### config.mk
export PLATFORM = sky130hd
export DESIGN_NAME = ch_readout_ctrl_flat
export DESIGN_NICKNAME = d
export VERILOG_FILES = /design/src/rtl/ch_readout_ctrl_if.sv /design/src/rtl/ch_readout_ctrl.sv /design/src/flat_wrapper.sv
export SDC_FILE = /design/constraint.sdc
export NUM_CORES = 1
export LEC_CHECK = 0
export CAP_MARGIN = 5
export CORE_UTILIZATION = 30
export DETAILED_ROUTE_END_ITERATION = 10
export GPL_ROUTABILITY_DRIVEN = 0
export HOLD_SLACK_MARGIN = 0.15
export REMOVE_ABC_BUFFERS = 1
export SYNTH_ARGS = -nofsm -noshare
export SYNTH_HDL_FRONTEND = slang
export SYNTH_SLANG_ARGS = --single-unit
### constraint.sdc
create_clock -name FCLK -period 3.7 [get_ports FCLK]
set_input_delay 0.74 -clock FCLK [delete_from_list [all_inputs] [get_ports FCLK]]
set_output_delay 0.74 -clock FCLK [all_outputs]
set_load 0.02 [all_outputs]
### src/rtl/ch_readout_ctrl_if.sv
// Host and channel signal bundle for ch_readout_ctrl.
// master: the controller (drives instructions, serial clock, results).
// slave : host/channel side (drives ARM, config, STOP_REQUEST, CNT_SER, READY).
interface ch_readout_ctrl_if;
    localparam int unsigned MODE_W  = 2;
    localparam int unsigned PT_W    = 8;
    localparam int unsigned TO_W    = 16;
    localparam int unsigned SEL_W   = 3;
    localparam int unsigned FLD_W   = 10;
    localparam int unsigned TRIG_W  = 3;

    logic              ARM;
    logic [MODE_W-1:0] MODE_IN;
    logic [PT_W-1:0]   POST_TRIG;
    logic [TO_W-1:0]   TIMEOUT;
    logic              STOP_REQUEST;
    logic              CNT_SER;
    logic              READY;

    logic              INST_START;
    logic              INST_STOP;
    logic              INST_READOUT;
    logic [MODE_W-1:0] MODE;
    logic [SEL_W-1:0]  SELECT_REG;
    logic              SPI_CLK;
    logic [FLD_W-1:0]  CA;
    logic [FLD_W-1:0]  CB;
    logic [FLD_W-1:0]  CC;
    logic [FLD_W-1:0]  CD;
    logic [FLD_W-1:0]  CE;
    logic [TRIG_W-1:0] TRIG_CNT;
    logic              VALID;
    logic              TIMED_OUT;
    logic              BUSY;

    modport master (
        input  ARM, MODE_IN, POST_TRIG, TIMEOUT, STOP_REQUEST, CNT_SER, READY,
        output INST_START, INST_STOP, INST_READOUT, MODE, SELECT_REG, SPI_CLK,
               CA, CB, CC, CD, CE, TRIG_CNT, VALID, TIMED_OUT, BUSY
    );

    modport slave (
        output ARM, MODE_IN, POST_TRIG, TIMEOUT, STOP_REQUEST, CNT_SER, READY,
        input  INST_START, INST_STOP, INST_READOUT, MODE, SELECT_REG, SPI_CLK,
               CA, CB, CC, CD, CE, TRIG_CNT, VALID, TIMED_OUT, BUSY
    );
endinterface

### src/rtl/ch_readout_ctrl.sv
// Channel acquisition/readout sequencer: start pulse, trigger wait with
// blanking and timeout, post-trigger delay, stop/readout pulses, then a
// 7-byte serial shift (SPI_CLK, SELECT_REG) recovering five 10-bit counters
// and a 3-bit trigger count, held until the host acknowledges with READY.
// Ports: FCLK clock, RSTB async active-low reset, bus (master modport) with
// host config/handshake and channel instruction/serial signals.
module ch_readout_ctrl (
    input  logic              FCLK,
    input  logic              RSTB,
    ch_readout_ctrl_if.master bus
);
    localparam int unsigned CNT_W     = 16;
    localparam int unsigned WORD_W    = 56;
    localparam int unsigned FLD_W     = 10;
    localparam int unsigned SHIFT_CYC = 224;
    localparam int unsigned BLANK_CYC = 4;

    typedef enum logic [3:0] {
        S_IDLE, S_START, S_WAIT_TRIG, S_POST, S_STOP, S_RDO, S_GAP, S_SHIFT, S_DONE
    } state_t;

    state_t              state_q, state_d;
    logic [CNT_W-1:0]    cnt_q, cnt_d, cnt_inc;
    logic [1:0]          sync_q;
    logic [WORD_W-1:0]   sreg_q, sreg_d;

    logic                inst_start_q, inst_start_d;
    logic                inst_stop_q, inst_stop_d;
    logic                inst_readout_q, inst_readout_d;
    logic [1:0]          mode_q, mode_d;
    logic [2:0]          select_q, select_d;
    logic                spi_clk_q, spi_clk_d;
    logic [FLD_W-1:0]    ca_q, ca_d, cb_q, cb_d, cc_q, cc_d, cd_q, cd_d, ce_q, ce_d;
    logic [2:0]          trig_q, trig_d;
    logic                valid_q, valid_d;
    logic                timed_out_q, timed_out_d;
    logic                busy_q, busy_d;

    // STOP_REQUEST synchronizer
    always_ff @(posedge FCLK or negedge RSTB) begin
        if (!RSTB) sync_q <= '0;
        else       sync_q <= {sync_q[0], bus.STOP_REQUEST};
    end

    // State, counters and registered outputs
    always_ff @(posedge FCLK or negedge RSTB) begin
        if (!RSTB) begin
            state_q        <= S_IDLE;
            cnt_q          <= '0;
            sreg_q         <= '0;
            inst_start_q   <= 1'b0;
            inst_stop_q    <= 1'b0;
            inst_readout_q <= 1'b0;
            mode_q         <= '0;
            select_q       <= '0;
            spi_clk_q      <= 1'b0;
            ca_q           <= '0;
            cb_q           <= '0;
            cc_q           <= '0;
            cd_q           <= '0;
            ce_q           <= '0;
            trig_q         <= '0;
            valid_q        <= 1'b0;
            timed_out_q    <= 1'b0;
            busy_q         <= 1'b0;
        end else begin
            state_q        <= state_d;
            cnt_q          <= cnt_d;
            sreg_q         <= sreg_d;
            inst_start_q   <= inst_start_d;
            inst_stop_q    <= inst_stop_d;
            inst_readout_q <= inst_readout_d;
            mode_q         <= mode_d;
            select_q       <= select_d;
            spi_clk_q      <= spi_clk_d;
            ca_q           <= ca_d;
            cb_q           <= cb_d;
            cc_q           <= cc_d;
            cd_q           <= cd_d;
            ce_q           <= ce_d;
            trig_q         <= trig_d;
            valid_q        <= valid_d;
            timed_out_q    <= timed_out_d;
            busy_q         <= busy_d;
        end
    end

    assign cnt_inc = cnt_q + CNT_W'(1);

    // Next state and next output values
    always_comb begin
        state_d        = state_q;
        cnt_d          = cnt_q;
        sreg_d         = sreg_q;
        inst_start_d   = 1'b0;
        inst_stop_d    = 1'b0;
        inst_readout_d = 1'b0;
        mode_d         = mode_q;
        select_d       = select_q;
        spi_clk_d      = spi_clk_q;
        ca_d           = ca_q;
        cb_d           = cb_q;
        cc_d           = cc_q;
        cd_d           = cd_q;
        ce_d           = ce_q;
        trig_d         = trig_q;
        valid_d        = valid_q;
        timed_out_d    = timed_out_q;

        case (state_q)
            S_IDLE: begin
                if (bus.ARM) begin
                    state_d      = S_START;
                    cnt_d        = '0;
                    mode_d       = bus.MODE_IN;
                    timed_out_d  = 1'b0;
                    inst_start_d = 1'b1;
                end
            end
            S_START: begin
                inst_start_d = 1'b1;
                cnt_d        = cnt_inc;
                if (cnt_q == CNT_W'(1)) begin
                    state_d      = S_WAIT_TRIG;
                    cnt_d        = '0;
                    inst_start_d = 1'b0;
                end
            end
            S_WAIT_TRIG: begin
                // Saturate so a TIMEOUT=0 wait never re-enters the blanking window
                cnt_d = (&cnt_q) ? cnt_q : cnt_inc;
                // Trigger is checked first so it wins over a same-cycle timeout
                if (sync_q[1] && (cnt_q >= CNT_W'(BLANK_CYC))) begin
                    state_d = S_POST;
                    cnt_d   = '0;
                end else if ((bus.TIMEOUT != '0) &&
                             ((17'(cnt_q) + 17'd1) == 17'(bus.TIMEOUT))) begin
                    state_d     = S_STOP;
                    cnt_d       = '0;
                    timed_out_d = 1'b1;
                    inst_stop_d = 1'b1;
                end
            end
            S_POST: begin
                cnt_d = cnt_inc;
                // POST_TRIG=0 degenerates to a single POST cycle
                if (cnt_inc >= CNT_W'(bus.POST_TRIG)) begin
                    state_d     = S_STOP;
                    cnt_d       = '0;
                    inst_stop_d = 1'b1;
                end
            end
            S_STOP: begin
                inst_stop_d = 1'b1;
                cnt_d       = cnt_inc;
                if (cnt_q == CNT_W'(1)) begin
                    state_d        = S_RDO;
                    cnt_d          = '0;
                    inst_stop_d    = 1'b0;
                    inst_readout_d = 1'b1;
                end
            end
            S_RDO: begin
                inst_readout_d = 1'b1;
                cnt_d          = cnt_inc;
                if (cnt_q == CNT_W'(1)) begin
                    state_d        = S_GAP;
                    cnt_d          = '0;
                    inst_readout_d = 1'b0;
                end
            end
            S_GAP: begin
                state_d   = S_SHIFT;
                cnt_d     = '0;
                select_d  = 3'd0;
                spi_clk_d = 1'b0;
            end
            S_SHIFT: begin
                // Each bit: 2 cycles low then 2 high; the falling edge captures
                // and also opens the next bit, so bytes start with SPI_CLK low.
                cnt_d = cnt_inc;
                if (cnt_inc[1:0] == 2'd2) spi_clk_d = 1'b1;
                if (cnt_inc[1:0] == 2'd0) begin
                    spi_clk_d = 1'b0;
                    sreg_d    = {sreg_q[WORD_W-2:0], bus.CNT_SER};
                end
                if (cnt_inc[4:0] == 5'd0) select_d = cnt_inc[7:5];
                if (cnt_inc == CNT_W'(SHIFT_CYC)) begin
                    state_d  = S_DONE;
                    cnt_d    = '0;
                    select_d = select_q;
                    valid_d  = 1'b1;
                    trig_d   = sreg_d[52:50];
                    ce_d     = sreg_d[49:40];
                    cd_d     = sreg_d[39:30];
                    cc_d     = sreg_d[29:20];
                    cb_d     = sreg_d[19:10];
                    ca_d     = sreg_d[9:0];
                end
            end
            S_DONE: begin
                if (bus.READY) begin
                    state_d = S_IDLE;
                    valid_d = 1'b0;
                end
            end
            default: state_d = S_IDLE;
        endcase

        busy_d = (state_d != S_IDLE);
    end

    assign bus.INST_START   = inst_start_q;
    assign bus.INST_STOP    = inst_stop_q;
    assign bus.INST_READOUT = inst_readout_q;
    assign bus.MODE         = mode_q;
    assign bus.SELECT_REG   = select_q;
    assign bus.SPI_CLK      = spi_clk_q;
    assign bus.CA           = ca_q;
    assign bus.CB           = cb_q;
    assign bus.CC           = cc_q;
    assign bus.CD           = cd_q;
    assign bus.CE           = ce_q;
    assign bus.TRIG_CNT     = trig_q;
    assign bus.VALID        = valid_q;
    assign bus.TIMED_OUT    = timed_out_q;
    assign bus.BUSY         = busy_q;
endmodule
### src/flat_wrapper.sv
// flat-port wrapper written by rule: the top's interface ports become plain ports
module ch_readout_ctrl_flat 
  (FCLK, RSTB, bus_ARM, bus_MODE_IN, bus_POST_TRIG, bus_TIMEOUT, bus_STOP_REQUEST, bus_CNT_SER, bus_READY, bus_INST_START, bus_INST_STOP, bus_INST_READOUT, bus_MODE, bus_SELECT_REG, bus_SPI_CLK, bus_CA, bus_CB, bus_CC, bus_CD, bus_CE, bus_TRIG_CNT, bus_VALID, bus_TIMED_OUT, bus_BUSY);
  ch_readout_ctrl_if bus_i ();
  input  logic FCLK;
  input  logic RSTB;
  input wire logic [$bits(bus_i.ARM)-1:0] bus_ARM;
  input wire logic [$bits(bus_i.MODE_IN)-1:0] bus_MODE_IN;
  input wire logic [$bits(bus_i.POST_TRIG)-1:0] bus_POST_TRIG;
  input wire logic [$bits(bus_i.TIMEOUT)-1:0] bus_TIMEOUT;
  input wire logic [$bits(bus_i.STOP_REQUEST)-1:0] bus_STOP_REQUEST;
  input wire logic [$bits(bus_i.CNT_SER)-1:0] bus_CNT_SER;
  input wire logic [$bits(bus_i.READY)-1:0] bus_READY;
  output wire logic [$bits(bus_i.INST_START)-1:0] bus_INST_START;
  output wire logic [$bits(bus_i.INST_STOP)-1:0] bus_INST_STOP;
  output wire logic [$bits(bus_i.INST_READOUT)-1:0] bus_INST_READOUT;
  output wire logic [$bits(bus_i.MODE)-1:0] bus_MODE;
  output wire logic [$bits(bus_i.SELECT_REG)-1:0] bus_SELECT_REG;
  output wire logic [$bits(bus_i.SPI_CLK)-1:0] bus_SPI_CLK;
  output wire logic [$bits(bus_i.CA)-1:0] bus_CA;
  output wire logic [$bits(bus_i.CB)-1:0] bus_CB;
  output wire logic [$bits(bus_i.CC)-1:0] bus_CC;
  output wire logic [$bits(bus_i.CD)-1:0] bus_CD;
  output wire logic [$bits(bus_i.CE)-1:0] bus_CE;
  output wire logic [$bits(bus_i.TRIG_CNT)-1:0] bus_TRIG_CNT;
  output wire logic [$bits(bus_i.VALID)-1:0] bus_VALID;
  output wire logic [$bits(bus_i.TIMED_OUT)-1:0] bus_TIMED_OUT;
  output wire logic [$bits(bus_i.BUSY)-1:0] bus_BUSY;
  assign bus_i.ARM = bus_ARM;
  assign bus_i.MODE_IN = bus_MODE_IN;
  assign bus_i.POST_TRIG = bus_POST_TRIG;
  assign bus_i.TIMEOUT = bus_TIMEOUT;
  assign bus_i.STOP_REQUEST = bus_STOP_REQUEST;
  assign bus_i.CNT_SER = bus_CNT_SER;
  assign bus_i.READY = bus_READY;
  assign bus_INST_START = bus_i.INST_START;
  assign bus_INST_STOP = bus_i.INST_STOP;
  assign bus_INST_READOUT = bus_i.INST_READOUT;
  assign bus_MODE = bus_i.MODE;
  assign bus_SELECT_REG = bus_i.SELECT_REG;
  assign bus_SPI_CLK = bus_i.SPI_CLK;
  assign bus_CA = bus_i.CA;
  assign bus_CB = bus_i.CB;
  assign bus_CC = bus_i.CC;
  assign bus_CD = bus_i.CD;
  assign bus_CE = bus_i.CE;
  assign bus_TRIG_CNT = bus_i.TRIG_CNT;
  assign bus_VALID = bus_i.VALID;
  assign bus_TIMED_OUT = bus_i.TIMED_OUT;
  assign bus_BUSY = bus_i.BUSY;
  ch_readout_ctrl u_core (.FCLK(FCLK), .RSTB(RSTB), .bus(bus_i));
endmodule
==> key figures, run 1 <==
Status
  • Result of the run: complete, no violations

STA
  • Final Cycle Share: about nine tenths
  • Minimum period implied by the final worst setup slack: 3.30 ns
  • Transition time of the tightest slew-check pin: 0.923 ns
  • Final worst setup slack: 0.400 ns
  • Fin. Hold Viols: 0
  • Highest clock frequency the design can meet: 303 MHz
  • Setup violation total in the final timing report: 0
  • Post-route setup TNS: 0 ns
  • Final slew viol count: 0
  • Setup repair after global routing missed its margin: no
  • Relative slew slack: 38.4%
  • Setup Skew: 0.00656 ns

Clock network
  • Max Buffers Root-to-Sink: 2
  • # H-tree levels: 4
  • Number of clock buffers inserted by TritonCTS: 17
  • CTS root buffer: sky130_fd_sc_hd__clkbuf_16
  • Clock tree from TritonCTS: yes
  • Number of sinks handled by clock tree synthesis: 140
  • Hold_buf cts: 0
  • Clock-pin slew reported for the worst setup and hold paths after clock tree synthesis: 0.06 ns
  • Count of instances resized after the clock tree is built: 0
  • Setup repair bufs after CTS: 0
  • Clock Latency Late Sink: 0.41 ns

Cells and area
  • Layout overhead on the synthesized area: 26.7%
  • Final #Nets: between 800 and 900
  • Share of layout cells above drive strength 1: between 10% and 20%
  • Sequential cell area in the final layout: 3500 um2
  • Final Util: 38.8%
  • Number of fillers in the final layout: ~2300
  • Antenna Cells: 0
  • Multi-input gate area: 3410 um2
  • Area of all placed cells without fillers: around 9100 um2

Critical path
  • Number of cell instances on the worst register-to-register path: 9
  • Register-to-Register Setup Slack: approximately 0.4 ns
  • Worst path required time: 3.97 ns
  • Startpoint class of the critical path: flop
  • Worst-path fanout max: 10
  • Launch point of the worst reg-to-reg path: u_core.cnt_q[1]
  • Arrival time at the worst endpoint: 3.57 ns
  • Class of the most critical setup path: flop to flop
  • Critical Path Sink Type: flop
  • Worst r2r dst: u_core.cnt_q[6]

Placed design
  • Placed cell areas: about 8500 um2
  • HPWL after detailed placement: 11500 um
  • Place WS: 0.289 ns
  • Number of I/O port buffers: between 90 and 100

Run
  • Number of maximum-capacitance violations: 0

Routing
  • Via count: 5321
  • Number of optimization iterations in the first detailed-route pass: 5
  • Mean number of vias per cell: 4.81
  • Drt initial violations: approximately 160
  • Antenna-violating nets left: 0
  • Routed length per placed instance: ~15 um
  • Final routed wirelength across all metal layers: 16400 um
  • Number of design rule violations left after detail routing: 0

Floorplan
  • Total die area: 24600 um2
  • Die width: 157 um
  • Area of the placeable core: 23500 um2
  • Height of the die: 157 um
  • Number of standard-cell rows in the floorplan: 56
  • Top-level I/O count: 97
  • Effective utilization at floorplan: 30.7%

Global route
  • Congestion Overflow GR: 0
  • Global-route wire length before repair: around 27000 um
  • Maximum number of pins on one net before global-route repair: slightly below 60
  • Number of antenna violations at the first check in global routing: 0
  • Vias in the first global route: 5148
  • Total global routing track utilization: 14.0%

Synth
  • Post-synth top cells: 140 x sky130_fd_sc_hd__dfrtp_1, 81 x sky130_fd_sc_hd__nor2_1, 59 x sky130_fd_sc_hd__a21oi_1
  • Cell with the most instances after synthesis: sky130_fd_sc_hd__dfrtp_1
  • Fraction of synthesis flops using an asynchronous set or reset pin: 100%
  • Top flip-flop cell by instance count after synthesis: sky130_fd_sc_hd__dfrtp_1
  • Register bit total from synthesis: between 100 and 150
  • Synthesized area per cell: 10.5 um2
  • Count of different cell masters after synthesis: 68
  • Warning count from the yosys run: 0
  • Top post-synthesis cells by area: sky130_fd_sc_hd__dfrtp_1 49%, sky130_fd_sc_hd__mux2_2 9.1%, sky130_fd_sc_hd__mux2i_1 7.5%
  • Number of enable-type register cells in the synthesized netlist: 0
  • Sequential fraction of the synthesis area: around half
  • Number of instances in the synthesized netlist: roughly 680
  • Total standard cell area after synthesis: a little over 7000 um2
  • Share of the synthesized area in the top cell type: 48.7%
  • Library cell occupying the most area in the post-synthesis netlist: sky130_fd_sc_hd__dfrtp_1

Power and ir drop
  • Internal power contribution: roughly 2.6 mW
  • Leak: 4.30 nW
  • Seq pwr share: 46.2%
  • Peak supply drop: ~0.29 mV
  • Areal power density over the cells: 367 nW/um2
  • PnR Total Power: 3.35 mW
  • Logic gate share of total power: 3.3%
  • Proportion of total power due to net switching: 21.9%
  • Part of the total power dissipated in the clock network: 50.4%
  • Switching Power: 733 uW

Hold path
  • Worst hold path type: input pin to async pin
==> area by class of cell <==
type	count	area share [%]
clock inverters	12	1.48
clock buffers	20	4.90
flip-flops and latches	140	38.4
multi-input cells	477	37.4
repair buffers	116	12.5
well taps	319	4.38
inverters	23	0.947
==> critical path: stages (launching register included) <==
cell and delay (ns):
sky130_fd_sc_hd__dfrtp_1 0.35, sky130_fd_sc_hd__ha_1 0.27, sky130_fd_sc_hd__nand3_2 0.23, sky130_fd_sc_hd__or4_1 0.68
sky130_fd_sc_hd__xnor2_1 0.22, sky130_fd_sc_hd__nand4_1 0.11, sky130_fd_sc_hd__or4_4 0.49, sky130_fd_sc_hd__o21ai_4 0.28
sky130_fd_sc_hd__and3_1 0.41, sky130_fd_sc_hd__o22ai_1 0.14
==> placed cells by master (no fill, tap or decap), types with 6 or more instances in the layout <==
cell / netlist / routed
sky130_fd_sc_hd__mux2i_1: 54 / 54
sky130_fd_sc_hd__nand2_1: 33 / 32
sky130_fd_sc_hd__o21ai_0: 18 / 18
sky130_fd_sc_hd__dfrtp_1: 140 / 140
sky130_fd_sc_hd__or3_1: 6 / 6
sky130_fd_sc_hd__ha_1: 12 / 11
sky130_fd_sc_hd__clkbuf_16: 0 / 17
sky130_fd_sc_hd__clkdlybuf4s50_1: 0 / 95
sky130_fd_sc_hd__nand3_1: 12 / 12
sky130_fd_sc_hd__nor2_1: 81 / 81
sky130_fd_sc_hd__buf_4: 2 / 18
sky130_fd_sc_hd__and3_1: 8 / 8
sky130_fd_sc_hd__mux2_2: 58 / 58
sky130_fd_sc_hd__xnor2_1: 17 / 17
sky130_fd_sc_hd__nand4_1: 8 / 8
sky130_fd_sc_hd__inv_1: 23 / 23
sky130_fd_sc_hd__a21oi_1: 59 / 59
sky130_fd_sc_hd__nor4_1: 9 / 9
sky130_fd_sc_hd__xor2_1: 9 / 9
sky130_fd_sc_hd__nor3_1: 10 / 10
==> flip-flops by register name (all words and copies together) (netlist names), 2 cells and up <==
signal and count:
u_core.bus.CC 10, u_core.state_q 4, u_core.sreg_q 53, u_core.bus.CE 10, u_core.bus.CD 10, u_core.bus.CA 10, u_core.sync_q 2, u_core.bus.CB 10
u_core.cnt_q 16, u_core.bus.SELECT_REG 3, u_core.bus.TRIG_CNT 3, u_core.bus.MODE 2
==> logic make-up after synthesis <==
group           synth area share (%)
simple gates                    13.8
flops                           48.7
compound gates                  11.5
mux                             16.6
buf+inv                         4.12
xor+xnor                        3.17
fa+ha+maj                       2.09
==> power by group through the flow <==
stage                     clock network, mW  logic [mW]  registers (mW)
final                                  1.69       0.112            1.55
after CTS                              1.74       0.116            1.55
after global routing                   1.81       0.128            1.55
after detailed placement                  0       0.116            1.57
after floorplan                           0      0.0364            1.57
after global placement                    0       0.115            1.57
==> metal layers <==
layer,track usage (%),part of all wire (%),vias to the layer above
li1,-,-,2611
met3,2.99,4.8,15
met2,23.1,48,115
met5,0,0,-
met4,4.20,1.0,0
met1,18.2,46,2580
==> worst max-delay path by stage <==
stage                          from          endpoint  cells after the start
floorplan           u_core.cnt_q[0]  u_core.sreg_q[0]                      3
global route        u_core.cnt_q[3]   u_core.cnt_q[6]                      8
global placement     bus_TIMEOUT[3]   u_core.cnt_q[6]                      9
finish              u_core.cnt_q[1]   u_core.cnt_q[6]                      9
detailed placement   bus_TIMEOUT[3]   u_core.cnt_q[6]                      9
CTS                 u_core.cnt_q[1]   u_core.cnt_q[6]                      9
==> through the flow <==
| step | cells | hold WS (ns) |
|---|---|---|
| floorplan | 640 | 0.331 |
| global placement | 1075 | 0.339 |
| detailed placement | 1075 | 0.350 |
| CTS | 1107 | 0.300 |
| global route | 1107 | 0.326 |
| finish | 1107 | 0.296 |
Power figures use the tool's default switching activity.
==> run 2, diff against run 1 <==
--- a/config.mk
+++ b/config.mk
@@ -5,11 +5,13 @@
 export SDC_FILE = /design/constraint.sdc
 export NUM_CORES = 1
 export LEC_CHECK = 0
+export ABC_CLOCK_PERIOD_IN_PS = 3700
 export CAP_MARGIN = 5
 export CORE_UTILIZATION = 30
 export DETAILED_ROUTE_END_ITERATION = 10
 export GPL_ROUTABILITY_DRIVEN = 0
 export HOLD_SLACK_MARGIN = 0.15
+export PLACE_DENSITY = 0.57
 export REMOVE_ABC_BUFFERS = 1
 export SYNTH_ARGS = -nofsm -noshare
 export SYNTH_HDL_FRONTEND = slang
==> run 2 against run 1 <==
Compared with the run above:
- total power grew 0.22%
- clock power is essentially flat
- non-clock buffer count grew 1
- critical path depth grew 4
- largest power group unchanged
==> key figures, run 2 (synthesized netlist as in run 1, its figures left out) <==
Status
  • Result of the run: complete, no violations

STA
  • Final Cycle Share: 91.7% (+2.5 points)
  • Relative slew slack: 36.2% (-2.3 points)
  • Final worst setup slack: 0.306 ns (-0.0933 ns)
  • Fin. Hold Viols: 0 (unchanged)
  • Minimum period implied by the final worst setup slack: 3.39 ns (+0.0933 ns)
  • Highest clock frequency the design can meet: 295 MHz (-2.7%)
  • Transition time of the tightest slew-check pin: 0.957 ns (+0.0338 ns)
  • Setup Skew: 0.0116 ns (+0.00499 ns)
  • Final slew viol count: 0 (unchanged)
  • Setup repair after global routing missed its margin: no
  • Setup violation total in the final timing report: 0 (unchanged)

Cells and area
  • Share of layout cells above drive strength 1: 15.7% (+0.23 points)
  • Leading cell types in the layout, fill and taps excluded: 140 x sky130_fd_sc_hd__dfrtp_1, 95 x sky130_fd_sc_hd__clkdlybuf4s50_1, 81 x sky130_fd_sc_hd__nor2_1
  • Non-filler cells in the finished layout: 1109 (+0.18%)
  • Largest register FFs: 53 (unchanged)
  • Layout overhead on the synthesized area: 26.8% (about the same)
  • Leading registers by flop count: u_core.sreg_q (53), u_core.cnt_q (16)
  • Most frequent standard cell in the layout excluding fill and tap cells: sky130_fd_sc_hd__dfrtp_1
  • Final #Nets: 820 (+0.12%)
  • Final Util: 38.9% (about the same)
  • Register with the most flip-flops: u_core.sreg_q
  • Number of fillers in the final layout: 2315 (-0.98%)

Clock network
  • Number of sinks handled by clock tree synthesis: 140 (unchanged)
  • Clock Latency Late Sink: 0.41 ns (about the same)
  • Clock-pin slew reported for the worst setup and hold paths after clock tree synthesis: 0.06 ns (about the same)
  • Clock tree from TritonCTS: yes
  • Number of clock buffers inserted by TritonCTS: 17 (unchanged)
  • # H-tree levels: 4 (unchanged)
  • Max Buffers Root-to-Sink: 2 (unchanged)
  • CTS root buffer: sky130_fd_sc_hd__clkbuf_16

Critical path
  • Ordered cell list for the critical path: and4_1 -> nand2_1 -> xor2_2 -> inv_1 -> ha_1 -> a211oi_1 -> o21a_1 -> o211ai_1 -> nor2_1 -> a32oi_2 -> buf_4 -> a2111oi_0 -> o21bai_1
  • Startpoint class of the critical path: flop
  • Stages on the worst setup path: 13 (+4)
  • Critical path buffer and inverter count: 2 (+2)
  • Cell family contributing the most delay on the critical path: compound AO/OA/AOI/OAI gates
  • Class of the most critical setup path: flop to flop
  • Number of cell instances on the worst register-to-register path: 13 (+4)
  • Worst path required time: 4.03 ns (+0.06 ns)
  • Critical-path top delay cell: sky130_fd_sc_hd__dfrtp_1
  • Worst-path fanout max: 11 (+1)
  • Launch point of the worst reg-to-reg path: u_core.cnt_q[2]
  • Arrival time at the worst endpoint: 3.73 ns (+0.16 ns)
  • First element of the critical path: u_core.cnt_q[2]
  • Biggest cell delay along the critical path: 0.61 ns (-0.07 ns)
  • Critical Path Sink Type: flop

Floorplan
  • Height of the die: 157 um (unchanged)
  • Number of standard-cell rows in the floorplan: 56 (unchanged)
  • Area of the placeable core: 23500 um2 (unchanged)
  • Die width: 157 um (unchanged)
  • Total die area: 24600 um2 (unchanged)
  • Top-level I/O count: 97 (unchanged)
  • Effective utilization at floorplan: 30.7% (unchanged)

Routing
  • Via count: 5377 (+1.1%)
  • Final routed wirelength across all metal layers: 17100 um (+4.1%)
  • Number of design rule violations left after detail routing: 0 (unchanged)
  • Drt initial violations: 257 (+63%)
  • Routed length per placed instance: 15.4 um (+3.9%)
  • Mean number of vias per cell: 4.85 (+0.87%)
  • Number of optimization iterations in the first detailed-route pass: 5 (unchanged)
  • Antenna-violating nets left: 0 (unchanged)

Power and ir drop
  • Part of the total power dissipated in the clock network: 50.5% (about the same)
  • Switching Power: 741 uW (+1.1%)
  • Seq pwr share: 46.1% (about the same)
  • Logic gate share of total power: 3.4% (about the same)
  • Areal power density over the cells: 367 nW/um2 (+0.15%)
  • Leak: 4.30 nW (about the same)
  • Proportion of total power due to net switching: 22.1% (+0.18 points)
  • PnR Total Power: 3.35 mW (+0.22%)
  • Peak supply drop: 0.297 mV (+3.8%)
  • Internal power contribution: 2.61 mW (about the same)

Global route
  • Congestion Overflow GR: 0 (unchanged)
  • Vias in the first global route: 5339 (+3.7%)
  • Global-route wire length before repair: 27700 um (+3.0%)
  • Met1 usage: 18.3% (+0.097 points)
  • Layer with the highest usage after global routing: met2
  • Met2 track demand over resource in global routing: 23.6% (+0.55 points)
  • Maximum number of pins on one net before global-route repair: 75 (+29%)
  • Grt met3 use: 4.68% (+1.7 points)
  • Number of antenna violations at the first check in global routing: 1 (+1)
  • Total global routing track utilization: 14.5% (+0.49 points)

Placed design
  • HPWL after detailed placement: 11700 um (+2.1%)
  • Number of I/O port buffers: 96 (unchanged)
  • Place WS: 0.229 ns (-0.0597 ns)
  • Dpl cells: 1076 (+0.093%)

Run
  • Number of maximum-capacitance violations: 0 (unchanged)

Hold path
  • Worst hold path type: input pin to async pin
[run 2: worst register-to-register path, stage by stage (launching register included)]
cell	delay, ns
sky130_fd_sc_hd__dfrtp_1	0.61
sky130_fd_sc_hd__and4_1	0.31
sky130_fd_sc_hd__nand2_1	0.14
sky130_fd_sc_hd__xor2_2	0.35
sky130_fd_sc_hd__inv_1	0.09
sky130_fd_sc_hd__ha_1	0.30
sky130_fd_sc_hd__a211oi_1	0.21
sky130_fd_sc_hd__o21a_1	0.15
sky130_fd_sc_hd__o211ai_1	0.13
sky130_fd_sc_hd__nor2_1	0.15
sky130_fd_sc_hd__a32oi_2	0.13
sky130_fd_sc_hd__buf_4	0.20
sky130_fd_sc_hd__a2111oi_0	0.37
sky130_fd_sc_hd__o21bai_1	0.17
[run 2: layer usage]
| metal | part of all wire (%) | vias to the layer above | wire length (um) |
|---|---|---|---|
| met5 | 0 | - | 0 |
| met4 | 0.54 | 0 | 93 |
| met3 | 6.7 | 10 | 1140 |
| met2 | 47 | 138 | 8040 |
| met1 | 46 | 2606 | 7800 |
| li1 | - | 2623 | - |
[run 2: area by class of cell]
| cell class | instances | area [um2] | area share [%] |
|---|---|---|---|
| Sequential cell | 140 | 3500 | 38.4 |
| Multi-Input combinational cell | 477 | 3420 | 37.5 |
| Timing Repair Buffer | 117 | 1130 | 12.4 |
| Clock buffer | 20 | 447 | 4.90 |
| Tap cell | 319 | 399 | 4.37 |
| Clock inverter | 12 | 136 | 1.49 |
| Inverter | 23 | 86.3 | 0.946 |
| Antenna cell | 1 | 2.50 | 0.0274 |
[run 2: path summary, 6_finish.rpt]
kind                                     to  slack (ns)
setup / recovery            u_core.cnt_q[5]        0.31
hold / removal             u_core.bus.CA[3]        0.35
setup reg to reg            u_core.cnt_q[5]        0.31
hold reg to reg            u_core.sync_q[1]        0.36
max in group asynchronous  u_core.bus.CD[2]        2.54
min in group FCLK          u_core.sync_q[1]        0.36
[run 2: stage by stage]
stage          cell area [um2]  hold WS (ns)  TNS (ns)
5_1_grt                   9120         0.359         0
3_5_place_dp              8530         0.344         0
2_1_floorplan             6980         0.331   -141.69
3_3_place_gp              8530         0.336         0
4_1_cts                   9110         0.357         0
6_report                  9120         0.346         0
[run 2: power by group through the flow]
| stage | Combinational, mW | Sequential, mW | Clock, mW |
|---|---|---|---|
| 4_1_cts | 0.118 | 1.55 | 1.75 |
| 3_5_place_dp | 0.117 | 1.57 | 0 |
| 2_1_floorplan | 0.0364 | 1.57 | 0 |
| 5_1_grt | 0.129 | 1.55 | 1.80 |
| 6_report | 0.114 | 1.55 | 1.69 |
| 3_3_place_gp | 0.117 | 1.57 | 0 |
[run 2: what timing repair did]
action	4_1_cts	5_1_grt
hold buffers	0	0
endpoints found under the setup margin	0	2
buffers inserted	0	0
resized for setup	0	1
==> run 3, diff against run 2 <==
--- a/config.mk
+++ b/config.mk
@@ -6,7 +6,7 @@
 export NUM_CORES = 1
 export LEC_CHECK = 0
 export ABC_CLOCK_PERIOD_IN_PS = 3700
-export CAP_MARGIN = 5
+export CAP_MARGIN = 20
 export CORE_UTILIZATION = 30
 export DETAILED_ROUTE_END_ITERATION = 10
 export GPL_ROUTABILITY_DRIVEN = 0
@@ -16,3 +16,4 @@
 export SYNTH_ARGS = -nofsm -noshare
 export SYNTH_HDL_FRONTEND = slang
 export SYNTH_SLANG_ARGS = --single-unit
+export TNS_END_PERCENT = 50
==> results of run 3 <==
No change in the layout: final DEF, timing and power equal those of run 2.
==> edit 1: new RTL, flow settings as in run 1 <==
Encoding of `state_t`: now one-hot (9 bits for 9 states).
--- a/src/rtl/ch_readout_ctrl.sv
+++ b/src/rtl/ch_readout_ctrl.sv
@@ -16,6 +16,6 @@
     localparam int unsigned BLANK_CYC = 4;
 
-    typedef enum logic [3:0] {
-        S_IDLE, S_START, S_WAIT_TRIG, S_POST, S_STOP, S_RDO, S_GAP, S_SHIFT, S_DONE
+    typedef enum logic [8:0] {
+        S_IDLE = 9'b000000001, S_START = 9'b000000010, S_WAIT_TRIG = 9'b000000100, S_POST = 9'b000001000, S_STOP = 9'b000010000, S_RDO = 9'b000100000, S_GAP = 9'b001000000, S_SHIFT = 9'b010000000, S_DONE = 9'b100000000
     } state_t;
 
Check against the original RTL: same outputs for any inputs over 10 cycles, from zero or initial values and one cycle with RSTB low; not proved beyond that.
==> edit 1 against run 1 <==
Wire length up 18%. Sequential cell count up 5. Worst hold slack better by 0.045 ns. Worst setup slack worse by 0.17 ns. Synthesized area up 6.1%. Final area up 7.0%. Core utilization about the same. Largest cell class is now multi-input gates. Highest routed layer is now met5.
Power is not compared: it rests on default switching activity, and its combinational part moved more than twofold at a synthesized area within 25%.
==> edit 1: results (changes against run 1) <==
| Metric | Value |
|---|---|
| Post-CTS Setup Repair Bufs | 0 (unchanged) |
| Clk slew on worst S/H paths | 0.07 ns |
| WHS | 0.3413 ns (+0.04534 ns) |
| Via density | 5.033 (+4.7%) |
| FILL cells | 2556 (+9.3%) |
| Critical Setup Path Class | reg2reg |
| R2R depth | 10 (+1) |
| Share of layout cells above drive strength 1 | 0.1675 (+0.01263) |
| Nets | 879 (+7.3%) |
| Min-Delay Path Class | in2async |
| Initial DRC count | 282 (+78%) |
| WL/cell | 16.44 um (+11%) |
| Critical path fanouts, max | 18 (+8) |
| FF-to-FF setup slack | 0.23 ns (-0.17 ns) |
| First-pass GRT wire length | 31.63 mm (+18%) |
| Reg-to-Reg End | u_core.cnt_q[4]$_DFFE_PN0P_ |
| Top cells by area, synth | dfrtp_1 (47%), mux2_2 (8.3%), mux2i_1 (7.6%) |
| Met3 wire len | 1.178 mm (+50%) |
| Vias in the first global route | 5922 (+15%) |
| Gr usage total | 0.1534 (+0.01375) |
| Register area | 0.003630 mm2 (+3.6%) |
| Final Skew | 0.01220 ns (+0.005640 ns) |
| Post-DP HPWL | 13.57 mm (+18%) |
| Inst Count DP | 1146 (+6.6%) |
| Wl on met1 | 9.016 mm (+20%) |
| RR Startpoint | u_core.cnt_q[2]$_DFFE_PN0P_ |
| CP arrival | 3.78 ns (+0.21 ns) |
| Post-synth top cells | dfrtp_1 (144), nand2_1 (90), o21ai_0 (73) |
| Worst Tran Pin Value | 0.9657 ns (+0.04232 ns) |
| Mux cell area share after synthesis | 0.1586 (-0.007303) |
| Post-Synth Adder-Cell Area | 0.01966 (-0.001207) |
| Status | finished, final reports clean |
| DR WL met2 | 8.938 mm (+13%) |
| CP bufs+invs | 2 (+2) |
| Sequential cell area fraction in the yosys report | 0.4753 (-0.01162) |
| Compound-Gate Fraction of Synth Area | 0.1267 (+0.01118) |
| Highest routed metal layer | met5 |
| Max incr delay on CP | 0.62 ns (-0.06 ns) |
| Largest net degree at the start of global routing | 75 (+29%) |
==> edit 1: layout make-up <==
cell class              instances  share of cell area
clock inverters                14             0.01487
repair buffers                135              0.1337
flip-flops and latches        145              0.3719
diodes                          1           0.0002564
multi-input cells             518              0.3860
inverters                      18            0.006923
clock buffers                  18             0.04397
well taps                     330             0.04231
==> edit 1: metal layers <==
layer / vias up / GRT usage
met3: 21 / 0.03724
li1: 2861 / -
met4: 2 / 0.04417
met2: 162 / 0.2420
met5: - / 0
met1: 2888 / 0.2079
==> edit 1: power by group through the flow <==
stage,Clock [W],Sequential (W),Combinational [W]
finish,0.00172,0.00166,0.000639
detailed placement,0,0.00169,0.000643
global placement,0,0.00169,0.000634
floorplan,0,0.00172,0.000307
CTS,0.00177,0.00166,0.000646
global route,0.00182,0.00167,0.000712
==> edit 1: through the flow <==
stage,power (W),setup slack (ns)
after floorplan,0.002029,-1.859
after global placement,0.002327,0.1470
after detailed placement,0.002336,0.1057
after CTS,0.004074,0.2656
after global routing,0.004200,0.007838
final,0.004022,0.2251
==> edit 2: new RTL, config.mk and constraints of run 1 <==
Made on the original files. Set the localparam `PT_W` of `ch_readout_ctrl_if` to 12 (it was 8).
--- a/src/rtl/ch_readout_ctrl_if.sv
+++ b/src/rtl/ch_readout_ctrl_if.sv
@@ -4,5 +4,5 @@
 interface ch_readout_ctrl_if;
     localparam int unsigned MODE_W  = 2;
-    localparam int unsigned PT_W    = 8;
+    localparam int unsigned PT_W    = 12;
     localparam int unsigned TO_W    = 16;
     localparam int unsigned SEL_W   = 3;
Interface: changed (resized bus_POST_TRIG); port bits go from 97 to 101. No check against the original RTL was run, so the function may have changed too.
==> edit 2 against run 1 <==
Worst setup slack worse by 0.28 ns. First-iteration DRC count up 68%. Final area up 7.6%. Wire length up 11%. Synthesized area up 1.2%. Sequential cell count unchanged.
Power is not compared: it rests on default switching activity, and its combinational part moved more than twofold at a synthesized area within 25%.
==> edit 2: results (changes against run 1) <==
| Metric | Value |
|---|---|
| Status | finished, final reports clean |
| WL final | 18.25 mm (+11%) |
| XOR/XNOR Fraction of Synth Area | 0.02888 (-0.002771) |
| Top cells by area, synth | dfrtp_1 (48%), mux2_2 (8.7%), mux2i_1 (7.6%) |
| Post-Synth Adder-Cell Area | 0.02751 (+0.006636) |
| R2R depth | 11 (+2) |
| Crit path launch | u_core.cnt_q[2]$_DFFE_PN0P_ |
| Met3 wire len | 950 um (+21%) |
| Worst rel slew slack | 0.3342 (-0.05020) |
| Met2 usage | 0.2566 (+0.02566) |
| Share of layout cells above drive strength 1 | 0.2213 (+0.06651) |
| Critical path fanouts, max | 5 (-5) |
| Min-Delay Path Class | reg2reg |
| Final Skew | 0.01015 ns (+0.003594 ns) |
| Compound-Gate Fraction of Synth Area | 0.1090 (-0.006487) |
| Mux cell area share after synthesis | 0.1623 (-0.003630) |
| Vias in the first global route | 5818 (+13%) |
| Grt met3 use | 0.04298 (+0.01307) |
| Post-DP HPWL | 12.53 mm (+9.2%) |
| First-pass GRT wire length | 29.81 mm (+11%) |
| PortBufs | 100 (+4.2%) |
| Initial DRC count | 265 (+68%) |
| Met1 Usage GRT | 0.1948 (+0.01305) |
| Post-synth top cells | dfrtp_1 (140), nand2_1 (88), o21ai_0 (71) |
| WL/cell | 15.33 um (+3.5%) |
| Wl on met1 | 8.569 mm (+14%) |
| Pre-CTS WS | -0.2509 ns (-0.5400 ns) |
| Via density | 4.759 (-0.99%) |
| Gr usage total | 0.1531 (+0.01353) |
| Max incr delay on CP | 0.54 ns (-0.14 ns) |
| Largest net degree at the start of global routing | 83 (+43%) |
| DP Area | 0.009111 mm2 (+6.7%) |
| Synth Instances | 709 (+3.7%) |
| Inst Count DP | 1158 (+7.7%) |
[edit 2: cell count changes in the layout (fill, tap and decap cells not counted), sizes merged, moves of 6 or more]
cell and change:
nand2 +55, inv +10, nor4 +6, nor2 -57
buf +59, nand2b +7, o21ai +51, nor2b +6
a21oi -45, xor2 -7
[edit 2: kinds of logic after synthesis]
kind of cell | Yosys count
and+or+nand+nor | 210
buffers and inverters | 76
muxes | 111
xor gates and xnor gates | 24
AOI/OAI and AO/OA | 132
adders and majority gates | 16
DFF | 140
[edit 2: layout make-up]
type / count / area, um2
Clock inverter: 14 / 175.2
Tap cell: 319 / 399.1
Clock buffer: 18 / 439.2
Inverter: 28 / 105.1
Multi-Input combinational cell: 493 / 3583
Sequential cell: 140 / 3505
Fill cell: 2320 / 13800
Timing Repair Buffer: 179 / 1608
[edit 2: what timing repair did]
item,CTS,global route
pin swaps,0,5
setup buffers,0,1
cloned,0,0
endpoints found under the setup margin,1,2
resized for setup,1,13
hold buffers,0,0
